**src/rtl/rsa_pkg.sv**
```systemverilog
// ----------------------------------------------------------------------------
// rsa_pkg
// Shared definitions for the RSA datapath blocks.
//   exp_state_e : mod_exp controller states (IDLE..FIN)
//   mm_state_e  : mod_mul sequencer states
//   ONE         : the residue 1; size-cast to the operand width at the use site
//                 because the package itself is width-agnostic.
// ----------------------------------------------------------------------------
package rsa_pkg;

    typedef enum logic [2:0] {
        IDLE,
        SCAN,
        SQR,
        SQR_W,
        MUL,
        MUL_W,
        FIN
    } exp_state_e;

    typedef enum logic [1:0] {
        MM_IDLE,
        MM_RUN,
        MM_DONE
    } mm_state_e;

    localparam int unsigned ONE = 1;

endpackage

```
**src/rtl/mod_mul.sv**
```systemverilog
// ----------------------------------------------------------------------------
// mod_mul
// Sequential modular multiplier z = x * y mod m (interleaved shift-and-add,
// MSB of y first, one bit per cycle, k cycles per product).
// Ports:
//   clk   in  1  clock, posedge
//   rst_n in  1  synchronous, active-low reset
//   start in  1  request; sampled only while idle, operands captured then
//   x, y  in  k  operands, both < m
//   z     out k  product residue; valid while done=1
//   done  out 1  one-cycle pulse when z is ready
// After done the unit spends one cycle idle-bound before it can sample start,
// so a requester that drops start on seeing done never retriggers it.
// ----------------------------------------------------------------------------
module mod_mul
    import rsa_pkg::*;
#(
    parameter int unsigned  k    = 12,
    parameter int unsigned  logk = 4,
    parameter logic [k-1:0] m    = 12'hFFD
) (
    input  logic         clk,
    input  logic         rst_n,
    input  logic         start,
    input  logic [k-1:0] x,
    input  logic [k-1:0] y,
    output logic [k-1:0] z,
    output logic         done
);

    mm_state_e       r_state, w_state_next;
    logic [k-1:0]    r_x, w_x_next;
    logic [k-1:0]    r_y, w_y_next;
    logic [k-1:0]    r_p, w_p_next;
    logic [logk-1:0] r_cnt, w_cnt_next;

    // One extra bit holds 2p and p+x before the conditional subtraction.
    logic [k:0]      w_dbl, w_dbl_red, w_sum, w_sum_red;
    logic [k-1:0]    w_p_step;

    always_comb begin
        w_dbl     = {r_p, 1'b0};
        w_dbl_red = (w_dbl >= {1'b0, m}) ? (w_dbl - {1'b0, m}) : w_dbl;
        w_sum     = w_dbl_red + (r_y[k-1] ? {1'b0, r_x} : {(k+1){1'b0}});
        w_sum_red = (w_sum >= {1'b0, m}) ? (w_sum - {1'b0, m}) : w_sum;
        w_p_step  = w_sum_red[k-1:0];
    end

    always_comb begin
        w_state_next = r_state;
        w_x_next     = r_x;
        w_y_next     = r_y;
        w_p_next     = r_p;
        w_cnt_next   = r_cnt;
        unique case (r_state)
            MM_IDLE: begin
                if (start) begin
                    w_x_next     = x;
                    w_y_next     = y;
                    w_p_next     = '0;
                    w_cnt_next   = logk'(k - 1);
                    w_state_next = MM_RUN;
                end
            end
            MM_RUN: begin
                w_p_next = w_p_step;
                w_y_next = {r_y[k-2:0], 1'b0};
                if (r_cnt == '0) begin
                    w_state_next = MM_DONE;
                end else begin
                    w_cnt_next = r_cnt - 1'b1;
                end
            end
            MM_DONE: begin
                w_state_next = MM_IDLE;
            end
            default: begin
                w_state_next = MM_IDLE;
            end
        endcase
    end

    always_ff @(posedge clk) begin
        if (!rst_n) begin
            r_state <= MM_IDLE;
            r_x     <= '0;
            r_y     <= '0;
            r_p     <= '0;
            r_cnt   <= '0;
        end else begin
            r_state <= w_state_next;
            r_x     <= w_x_next;
            r_y     <= w_y_next;
            r_p     <= w_p_next;
            r_cnt   <= w_cnt_next;
        end
    end

    assign z    = r_p;
    assign done = (r_state == MM_DONE);

endmodule

```
**src/rtl/mod_exp.sv**
```systemverilog
// ----------------------------------------------------------------------------
// mod_exp
// Modular exponentiation z = x^e mod m, left-to-right binary square-and-
// multiply. Every square/multiply goes through the single mod_mul instance.
// Ports:
//   clk   in  1  clock, posedge
//   rst   in  1  synchronous, active-high reset (aborts any operation)
//   start in  1  request; sampled only in IDLE
//   x     in  k  base (< m), captured when start is accepted
//   e     in  k  exponent, captured when start is accepted
//   z     out k  result; valid with done, held until the next result
//   busy  out 1  high from the cycle after start is accepted until done
//   done  out 1  one-cycle pulse, z ready
// ----------------------------------------------------------------------------
module mod_exp
    import rsa_pkg::*;
#(
    parameter int unsigned  k    = 12,
    parameter int unsigned  logk = 4,
    parameter logic [k-1:0] m    = 12'hFFD
) (
    input  logic         clk,
    input  logic         rst,
    input  logic         start,
    input  logic [k-1:0] x,
    input  logic [k-1:0] e,
    output logic [k-1:0] z,
    output logic         busy,
    output logic         done
);

    exp_state_e      r_state, w_state_next;
    logic [k-1:0]    r_base, w_base_next;
    logic [k-1:0]    r_exp, w_exp_next;
    logic [k-1:0]    r_acc, w_acc_next;
    logic [logk-1:0] r_idx, w_idx_next;
    logic [k-1:0]    r_z, w_z_next;
    logic            r_busy, w_busy_next;
    logic            r_done, w_done_next;
    logic            r_mm_start, w_mm_start_next;
    logic [k-1:0]    r_mm_x, w_mm_x_next;
    logic [k-1:0]    r_mm_y, w_mm_y_next;

    logic [k-1:0]    w_mm_z;
    logic            w_mm_done;
    logic [k-1:0]    w_exp_sh;
    logic            w_ebit;
    logic            w_idx_zero;

    // Shift instead of a variable bit-select so the index width never has to
    // match clog2(k) exactly.
    assign w_exp_sh   = r_exp >> r_idx;
    assign w_ebit     = w_exp_sh[0];
    assign w_idx_zero = (r_idx == '0);

    mod_mul #(
        .k    (k),
        .logk (logk),
        .m    (m)
    ) u_mod_mul (
        .clk   (clk),
        .rst_n (~rst),
        .start (r_mm_start),
        .x     (r_mm_x),
        .y     (r_mm_y),
        .z     (w_mm_z),
        .done  (w_mm_done)
    );

    always_comb begin
        w_state_next    = r_state;
        w_base_next     = r_base;
        w_exp_next      = r_exp;
        w_acc_next      = r_acc;
        w_idx_next      = r_idx;
        w_z_next        = r_z;
        w_busy_next     = r_busy;
        w_done_next     = 1'b0;
        w_mm_start_next = r_mm_start;
        w_mm_x_next     = r_mm_x;
        w_mm_y_next     = r_mm_y;
        unique case (r_state)
            IDLE: begin
                if (start) begin
                    w_base_next  = x;
                    w_exp_next   = e;
                    w_idx_next   = logk'(k - 1);
                    w_busy_next  = 1'b1;
                    w_state_next = SCAN;
                end
            end
            SCAN: begin
                // The leading one loads acc directly: no multiply by 1.
                if (w_ebit) begin
                    w_acc_next = r_base;
                    if (w_idx_zero) begin
                        w_state_next = FIN;
                    end else begin
                        w_idx_next   = r_idx - 1'b1;
                        w_state_next = SQR;
                    end
                end else if (w_idx_zero) begin
                    w_acc_next   = k'(ONE);
                    w_state_next = FIN;
                end else begin
                    w_idx_next = r_idx - 1'b1;
                end
            end
            SQR: begin
                w_mm_x_next     = r_acc;
                w_mm_y_next     = r_acc;
                w_mm_start_next = 1'b1;
                w_state_next    = SQR_W;
            end
            SQR_W: begin
                if (w_mm_done) begin
                    w_acc_next      = w_mm_z;
                    w_mm_start_next = 1'b0;
                    if (w_ebit) begin
                        w_state_next = MUL;
                    end else if (w_idx_zero) begin
                        w_state_next = FIN;
                    end else begin
                        w_idx_next   = r_idx - 1'b1;
                        w_state_next = SQR;
                    end
                end
            end
            MUL: begin
                w_mm_x_next     = r_acc;
                w_mm_y_next     = r_base;
                w_mm_start_next = 1'b1;
                w_state_next    = MUL_W;
            end
            MUL_W: begin
                if (w_mm_done) begin
                    w_acc_next      = w_mm_z;
                    w_mm_start_next = 1'b0;
                    if (w_idx_zero) begin
                        w_state_next = FIN;
                    end else begin
                        w_idx_next   = r_idx - 1'b1;
                        w_state_next = SQR;
                    end
                end
            end
            FIN: begin
                w_z_next     = r_acc;
                w_done_next  = 1'b1;
                w_busy_next  = 1'b0;
                w_state_next = IDLE;
            end
            default: begin
                w_state_next = IDLE;
            end
        endcase
    end

    always_ff @(posedge clk) begin
        if (rst) begin
            r_state    <= IDLE;
            r_base     <= '0;
            r_exp      <= '0;
            r_acc      <= '0;
            r_idx      <= '0;
            r_z        <= '0;
            r_busy     <= 1'b0;
            r_done     <= 1'b0;
            r_mm_start <= 1'b0;
            r_mm_x     <= '0;
            r_mm_y     <= '0;
        end else begin
            r_state    <= w_state_next;
            r_base     <= w_base_next;
            r_exp      <= w_exp_next;
            r_acc      <= w_acc_next;
            r_idx      <= w_idx_next;
            r_z        <= w_z_next;
            r_busy     <= w_busy_next;
            r_done     <= w_done_next;
            r_mm_start <= w_mm_start_next;
            r_mm_x     <= w_mm_x_next;
            r_mm_y     <= w_mm_y_next;
        end
    end

    assign z    = r_z;
    assign busy = r_busy;
    assign done = r_done;

endmodule

```
**config.mk**
```make
export PLATFORM = sky130hd
export DESIGN_NAME = mod_exp
export DESIGN_NICKNAME = d
export VERILOG_FILES = /design/src/rtl/rsa_pkg.sv /design/src/rtl/mod_mul.sv /design/src/rtl/mod_exp.sv
export SDC_FILE = /design/constraint.sdc
export NUM_CORES = 1
export LEC_CHECK = 0
export BUFFER_PORTS_ARGS = -buffer_cell sky130_fd_sc_hd__buf_2
export CAP_MARGIN = 20
export CORE_MARGIN = 4
export CORE_UTILIZATION = 60
export CTS_BUF_LIST = sky130_fd_sc_hd__clkbuf_4 sky130_fd_sc_hd__clkbuf_8 sky130_fd_sc_hd__clkbuf_16
export DETAILED_ROUTE_END_ITERATION = 8
export PLACE_DENSITY_LB_ADDON = 0.1
export SYNTH_ARGS = -nofsm -noshare
export SYNTH_HDL_FRONTEND = slang
export SYNTH_SLANG_ARGS = --single-unit
```
**constraint.sdc**
```tcl
create_clock -name clk -period 9.4 [get_ports clk]
set_clock_uncertainty 0.15 [all_clocks]
set_input_delay 2.35 -clock clk [delete_from_list [all_inputs] [get_ports clk]]
set_output_delay 2.35 -clock clk [all_outputs]
set_load 0.05 [all_outputs]
```
==> results of run 1 <==
-- cells in the final DEF, fill, tap and decap left out, types with 12 or more instances in the layout --
cell and count:
nand2_1 169, dfxtp_1 124, a21oi_1 81, nor2_1 76, buf_2 39, mux2i_1 29, a211oi_1 29, nand3_1 23
ha_1 20, and2_1 16, clkbuf_16 16, inv_1 15, nor3_1 14, xnor2_1 12, a311oi_1 12
-- worst max-delay path, delay by kind of cell, from the launching register on --
family | cells | cell delay [ns]
AND/OR/NAND/NOR | 11 | 2.08
AO/OA/AOI/OAI | 5 | 1.19
flip-flops | 1 | 0.42
adder cells (fa/ha/maj) | 1 | 0.38
buffers and inverters | 1 | 0.18
XOR/XNOR | 1 | 0.15
-- layer usage --
metal | track usage | vias up | part of all wire
met5 | 0 | - | 0
met4 | 0.09084 | 0 | 0.021
met3 | 0.05295 | 28 | 0.054
met2 | 0.4419 | 154 | 0.48
met1 | 0.3412 | 2665 | 0.44
li1 | - | 2825 | -
-- power groups by stage --
stage	combinational [uW]	clock, uW	sequential, uW
6_report	662	680	798
5_1_grt	744	714	817
4_1_cts	663	688	794
3_5_place_dp	652	0	802
3_3_place_gp	629	0	799
2_1_floorplan	542	0	748
-- final cells by class --
type	count	area share
Sequential cell	124	0.3428
Multi-Input combinational cell	611	0.5061
Inverter	15	0.007776
Clock buffer	18	0.05910
Clock inverter	14	0.02644
Timing Repair Buffer	46	0.03421
Tap cell	136	0.02350
-- sequential cells by signal (all words and copies together), names as in the netlist --
name / count
busy: 1
done: 1
r_acc: 12
r_base: 12
r_exp: 12
r_idx: 4
r_mm_start: 1
r_mm_x: 12
r_mm_y: 12
r_state: 3
u_mod_mul.r_cnt: 4
u_mod_mul.r_state: 2
u_mod_mul.r_x: 12
u_mod_mul.r_y: 12
u_mod_mul.z: 12
z: 12
-- worst max path at each step --
stage / from / to / cells after the start / slack (ns)
2_1_floorplan: u_mod_mul.z[3] / u_mod_mul.z[5] / 19 / 5.29
3_3_place_gp: u_mod_mul.z[3] / u_mod_mul.z[5] / 19 / 5.02
3_5_place_dp: u_mod_mul.z[3] / u_mod_mul.z[5] / 19 / 4.83
4_1_cts: u_mod_mul.z[3] / u_mod_mul.z[5] / 19 / 4.82
5_1_grt: u_mod_mul.z[3] / u_mod_mul.z[5] / 19 / 4.41
6_report: u_mod_mul.z[3] / u_mod_mul.z[5] / 19 / 4.80
-- cells by family (layout without fill, tap and decap cells) --
logic type,Yosys count,after routing,synth area share
AND/OR/NAND/NOR,357,357,0.2569
AO/OA/AOI/OAI,178,178,0.1856
flip-flops,124,124,0.3884
buffers and inverters,65,93,0.03935
multiplexers,32,32,0.05599
XOR/XNOR,23,23,0.03152
adder cells (fa/ha/maj),21,21,0.04229
-- stage by stage --
stage,hold slack (ns),cells,setup WS (ns)
5_1_grt,0.3082,964,4.410
3_3_place_gp,0.2908,932,5.015
6_report,0.2980,964,4.802
4_1_cts,0.3013,964,4.818
2_1_floorplan,0.2817,800,5.295
3_5_place_dp,0.2934,932,4.832
==> results.yml, run 1 <==
run_status:
  status: "complete, no violations"
detailed_routing:
  drc: 0
  drtIter0Drc: 447
  wl_um: 16020
  postRouteAntennaNets: 0
  dr.pass1.iters: 5
  viasPerCell: 5.884
  vias: 5672
  wl_per_cell_um: 16.62
global_route:
  antenna_found_initial: 0
  grt_max_degree: 81
  grt_pass1_wl_um: 26830
  grt_pass1_vias: 5487
  grt_overflow: 0
  track_usage: 0.2645
synth:
  synthArstFlopShare: 0
  netlist_top_cells_count: "169 x nand2_1, 124 x dfxtp_1, 81 x a21oi_1, 76 x nor2_1, 43 x clkbuf_1"
  syn_area_sq_um: 6391
  syn-num-nets: 848
  synth_enable_flop_cells: 0
  seq_area_frac_synth: 0.3884
  ys_types: 71
  netlist_instances: 800
  ys.flop_type: "dfxtp_1"
  synth_seq_cells: 124
  syn_avg_cell_area_sq_um: 7.989
  synthTopCellsByArea: "dfxtp_1 39%, nand2_1 9.9%, a21oi_1 6.3%"
  yosysWarningCount: 0
  yosysMostFrequentCell: "nand2_1"
  yosys.area.top_type: "dfxtp_1"
  yosysTopAreaCellShare: 0.3884
power:
  power_density_nw_per_um2: 295.5
  power.leakage_uw: 0.002851
  pwr-share-clk: 0.318
  p_comb_frac: 0.309
  finalPower_uw: 2139
  seq_power_share: 0.373
  sw_frac_of_total: 0.3758
  internal_power_uw: 1335
  vdd_drop_max_uv: 239.7
  p_switching_uw: 803.9
clock_tree:
  clock_path_buffers: 2
  holdBufCountCts: 0
  path_clk_slew_ns: 0.06
  root_buffer: "clkbuf_8"
  numCtsBuffers: 17
  h-tree-depth: 4
  cts_setup_buffers: 0
  worst_skew_pair.late_latency_ns: 0.53
  clkSinkCount: 124
  ctsResizeCount: 0
  cts_tree: "done"
worst_setup_path:
  r2r_start: "u_mod_mul.z[3]"
  worstSetupEndpointType: "flop"
  reg2reg_depth: 19
  cp_max_fo: 8
  r2r-end: "u_mod_mul.z[5]"
  cp_slowest_cell: "or4_1"
  path_cells: "and3_1, and4_1, nand3_1, nor2_1, nor2_1, inv_1, nand2b_1, nor2_1, nand3_1, xnor2_1, ha_1, a21o_1, o311a_1, a211oi_2, a211o_2, nor4b_4, a31oi_4, or4_1, nand3_1"
  path_class: "flop to flop"
  critPathMaxStageDelay_ns: 0.49
  cp-start-kind: "flop"
  rrSetupSlack_ns: 4.80
  worstPathArrival_ns: 4.92
  critPathRequiredTime_ns: 9.73
final_layout:
  drive_gt1_frac: 0.1292
  design_area_sq_um: 7241
  antenna_cells: 0
  fillCellCount: 840
  final-seq-area_sq_um: 2482
  area_growth_pct: 13.29
  final_util: 0.6982
  multi_input_area_sq_um: 3665
  nNetsFinal: 863
timing:
  fmax_mhz: 217.5
  finalCriticalPeriod_ns: 4.598
  final.period_utilization: 0.4892
  relSlewSlack: 0.4011
  setup_tns_ns: 0
  tightest_slew_ns: 0.8983
  drv_slew: 0
  finalSetupViolCount: 0
  hold_viol: 0
  rsz0062_at_grt: "no"
floorplanning:
  num_rows: 37
  pin_count: 41
  core_sq_um: 10370
  die_h_um: 111.2
  die-area_sq_um: 12370
  die_w_um: 111.2
  floorplan.initialDensity: 0.6163
place:
  postPlaceCellArea_sq_um: 6621
  dp_hpwl_um: 11290
  gp_congestion: 0.9705
  numPortBuffers: 40
flow_run:
  max_cap_viol_count: 0
worst_hold_path:
  min_path_cells: 2
  hold_end: "u_mod_mul.r_x[4]"
  hold_class: "flop to flop"
  min-delay-start: "u_mod_mul.r_x[4]"
(Power assumes the default switching activity.)
==> run 2, diff against run 1 <==
Settings changed: ABC_AREA set to 1.
Clock period 9.4 ns to 4.28 ns, I/O delays scaled along.
==> run 2 against run 1 <==
Wire length increased by 11%. Global-route usage increased by 1.7 points. Synthesized area increased by 3.1%. Clock power increased by 110%. Maximum frequency increased by 16%. Worst setup slack got worse by 4.5 ns. Utilization increased by 0.99 points. First-iteration DRC count increased by 58%. Sequential share of layout area decreased by 0.93 points.
==> results.yml, run 2 <==
power:
  pwr-share-clk: 0.293
  p_switching_uw: 1944
  seq_power_share: 0.385
  vdd_drop_max_uv: 479.0
  power.leakage_uw: 0.003479
  internal_power_uw: 2865
  power_density_nw_per_um2: 646.2
  p_comb_frac: 0.323
  sw_frac_of_total: 0.4042
final_layout:
  area_growth_pct: 12.95
  final_util: 0.7082
  layout_commonest_cell: "nand2_1"
  antenna_cells: 0
  mostFrequentLayoutCells: "189 x nand2_1, 124 x dfxtp_1, 116 x inv_1, 113 x o21ai_0, 94 x nor2_1"
  nNetsFinal: 1027
  drive_gt1_frac: 0.1431
worst_setup_path:
  cp-start-kind: "flop"
  cp_max_fo: 12
  rrSetupSlack_ns: 0.33
  critPathMaxStageDelay_ns: 0.45
  worstPathArrival_ns: 4.19
  path_class: "flop to flop"
  path_cells: "nand2_1, nor3_4, nand2_1, nand2_1, inv_1, nor2_2, nand2_1, xor2_1, inv_1, ha_1, nand2_1, nand2_1, a21oi_2, nand2_2, nand2_1, nand2_1, nor2_1, nand3_2, nand2_2, nand2_4, nand2_4, nand2_1, nand3_1, a21oi_1"
  cp_num_buf_inv: 2
  path_common_cell: "nand2_1"
  cp_slowest_cell: "dfxtp_1"
  cp_top_family: "simple AND/OR/NAND/NOR gates"
  worstSetupEndpointType: "flop"
  critPathRequiredTime_ns: 4.51
synth:
  netlist_instances: 954
  ys.flop_type: "dfxtp_1"
  ys_types: 37
  synth_enable_flop_cells: 0
  yosysMostFrequentCell: "nand2_1"
  syn_avg_cell_area_sq_um: 6.907
  syn_area_sq_um: 6589
  synth_seq_cells: 124
  yosysTopAreaCellShare: 0.3768
  seq_area_frac_synth: 0.3768
  synthArstFlopShare: 0
  yosysWarningCount: 0
  yosys.area.top_type: "dfxtp_1"
  syn-num-nets: 1002
  netlist_top_cells_count: "189 x nand2_1, 124 x dfxtp_1, 117 x inv_1, 113 x o21ai_0, 95 x nor2_1"
  synthTopCellsByArea: "dfxtp_1 38%, nand2_1 11%, o21ai_0 8.6%"
timing:
  drv_slew: 0
  fmax_mhz: 253.0
  relSlewSlack: 0.4486
  hold_viol: 0
  tightest_slew_ns: 0.8216
  finalCriticalPeriod_ns: 3.953
  finalSetupViolCount: 0
  final.period_utilization: 0.9236
  setup_tns_ns: 0
  rsz0062_at_grt: "no"
flow_run:
  max_cap_viol_count: 0
global_route:
  grt_max_degree: 72
  grt_pass1_vias: 5961
  grt_overflow: 0
  antenna_found_initial: 0
  track_usage: 0.2814
  grt_pass1_wl_um: 28800
clock_tree:
  cts_tree: "done"
  numCtsBuffers: 17
  h-tree-depth: 4
  path_clk_slew_ns: 0.06
  clkSinkCount: 124
  clock_path_buffers: 2
  worst_skew_pair.late_latency_ns: 0.53
  root_buffer: "clkbuf_8"
floorplanning:
  pin_count: 41
  floorplan.initialDensity: 0.6270
  die-area_sq_um: 12720
  die_h_um: 112.8
  num_rows: 37
  core_sq_um: 10510
  die_w_um: 112.8
detailed_routing:
  drc: 0
  wl_per_cell_um: 15.81
  vias: 6389
  dr.pass1.iters: 6
  postRouteAntennaNets: 0
  wl_um: 17840
  drtIter0Drc: 708
  viasPerCell: 5.664
place:
  numPortBuffers: 40
  dp_hpwl_um: 12840
  gp_congestion: 0.9759
run_status:
  status: "complete, no violations"
worst_hold_path:
  hold_class: "flop to flop"
[run 2: changes by cell type in the layout (fill, tap and decap cells not counted), moves of 18 or more]
| cell | previous run | this run |
|---|---|---|
| nand3_1 | 23 | 46 |
| nor2_1 | 76 | 94 |
| o21ai_0 | 11 | 113 |
| a31oi_1 | 5 | 25 |
| inv_1 | 15 | 116 |
| mux2i_1 | 29 | 0 |
| nand2_1 | 169 | 189 |
| a211oi_1 | 29 | 2 |
[run 2: through the flow]
stage | hold WS, ns | std cells | power (uW) | instance area, sq um | worst slack, ns
2_1_floorplan | 0.2705 | 954 | 2922 | 6589 | 1.087
3_3_place_gp | 0.2810 | 1095 | 3288 | 6840 | 0.2887
3_5_place_dp | 0.2860 | 1095 | 3353 | 6840 | 0.2057
4_1_cts | 0.2960 | 1127 | 4776 | 7421 | 0.1930
5_1_grt | 0.3134 | 1128 | 5118 | 7442 | 0.01943
6_report | 0.2929 | 1128 | 4809 | 7442 | 0.3269
[run 2: repair_timing]
action | CTS | global route
buffers inserted | 0 | 1
setup endpoints to repair | 0 | 11
gates resized for setup | 0 | 3
hold buffers | 0 | 0
[run 2: kinds of logic after synthesis]
| family | synth area share |
|---|---|
| buffers and inverters | 0.1024 |
| XOR/XNOR | 0.02260 |
| adder cells (fa/ha/maj) | 0.04102 |
| AND/OR/NAND/NOR | 0.2641 |
| AO/OA/AOI/OAI | 0.1931 |
| flip-flops | 0.3768 |
[run 2: cell type report]
class | instances | area [sq um]
well taps | 136 | 170.2
repair buffers | 51 | 282.8
fillers | 891 | 3067
inverters | 128 | 480.5
flip-flops and latches | 124 | 2482
multi-input cells | 657 | 3446
clock inverters | 14 | 158.9
clock buffers | 18 | 421.7
[run 2: path summary, 6_finish.rpt]
| check | start | end | cells past startpoint |
|---|---|---|---|
| min reg2reg | z[5] | z[5] | 2 |
| min | z[5] | z[5] | 2 |
| max | u_mod_mul.z[5] | u_mod_mul.z[8] | 24 |
| max reg2reg | u_mod_mul.z[5] | u_mod_mul.z[8] | 24 |
[run 2: power groups by stage]
stage	combinational, uW	sequential, uW	clock (uW)
after floorplan	1140	1780	0
after global placement	1450	1840	0
after detailed placement	1500	1850	0
after CTS	1530	1840	1410
after global routing	1760	1880	1480
final	1550	1850	1410
[run 2: layer usage]
layer	share of wire	GRT usage	up-vias
met5	0	0	-
met4	0.027	0.1010	0
met3	0.068	0.06471	53
met2	0.45	0.4392	228
met1	0.45	0.3825	2931
li1	-	-	3177
[run 2: worst reg2reg max path, stage by stage (launching register included)]
cell	delay (ns)
dfxtp_1	0.45
nand2_1	0.15
nor3_4	0.26
nand2_1	0.08
nand2_1	0.13
inv_1	0.11
nor2_2	0.14
nand2_1	0.08
xor2_1	0.13
inv_1	0.06
ha_1	0.36
nand2_1	0.11
nand2_1	0.14
a21oi_2	0.25
nand2_2	0.10
nand2_1	0.06
nand2_1	0.10
nor2_1	0.20
nand3_2	0.09
nand2_2	0.09
nand2_4	0.14
nand2_4	0.17
nand2_1	0.09
nand3_1	0.09
a21oi_1	0.07
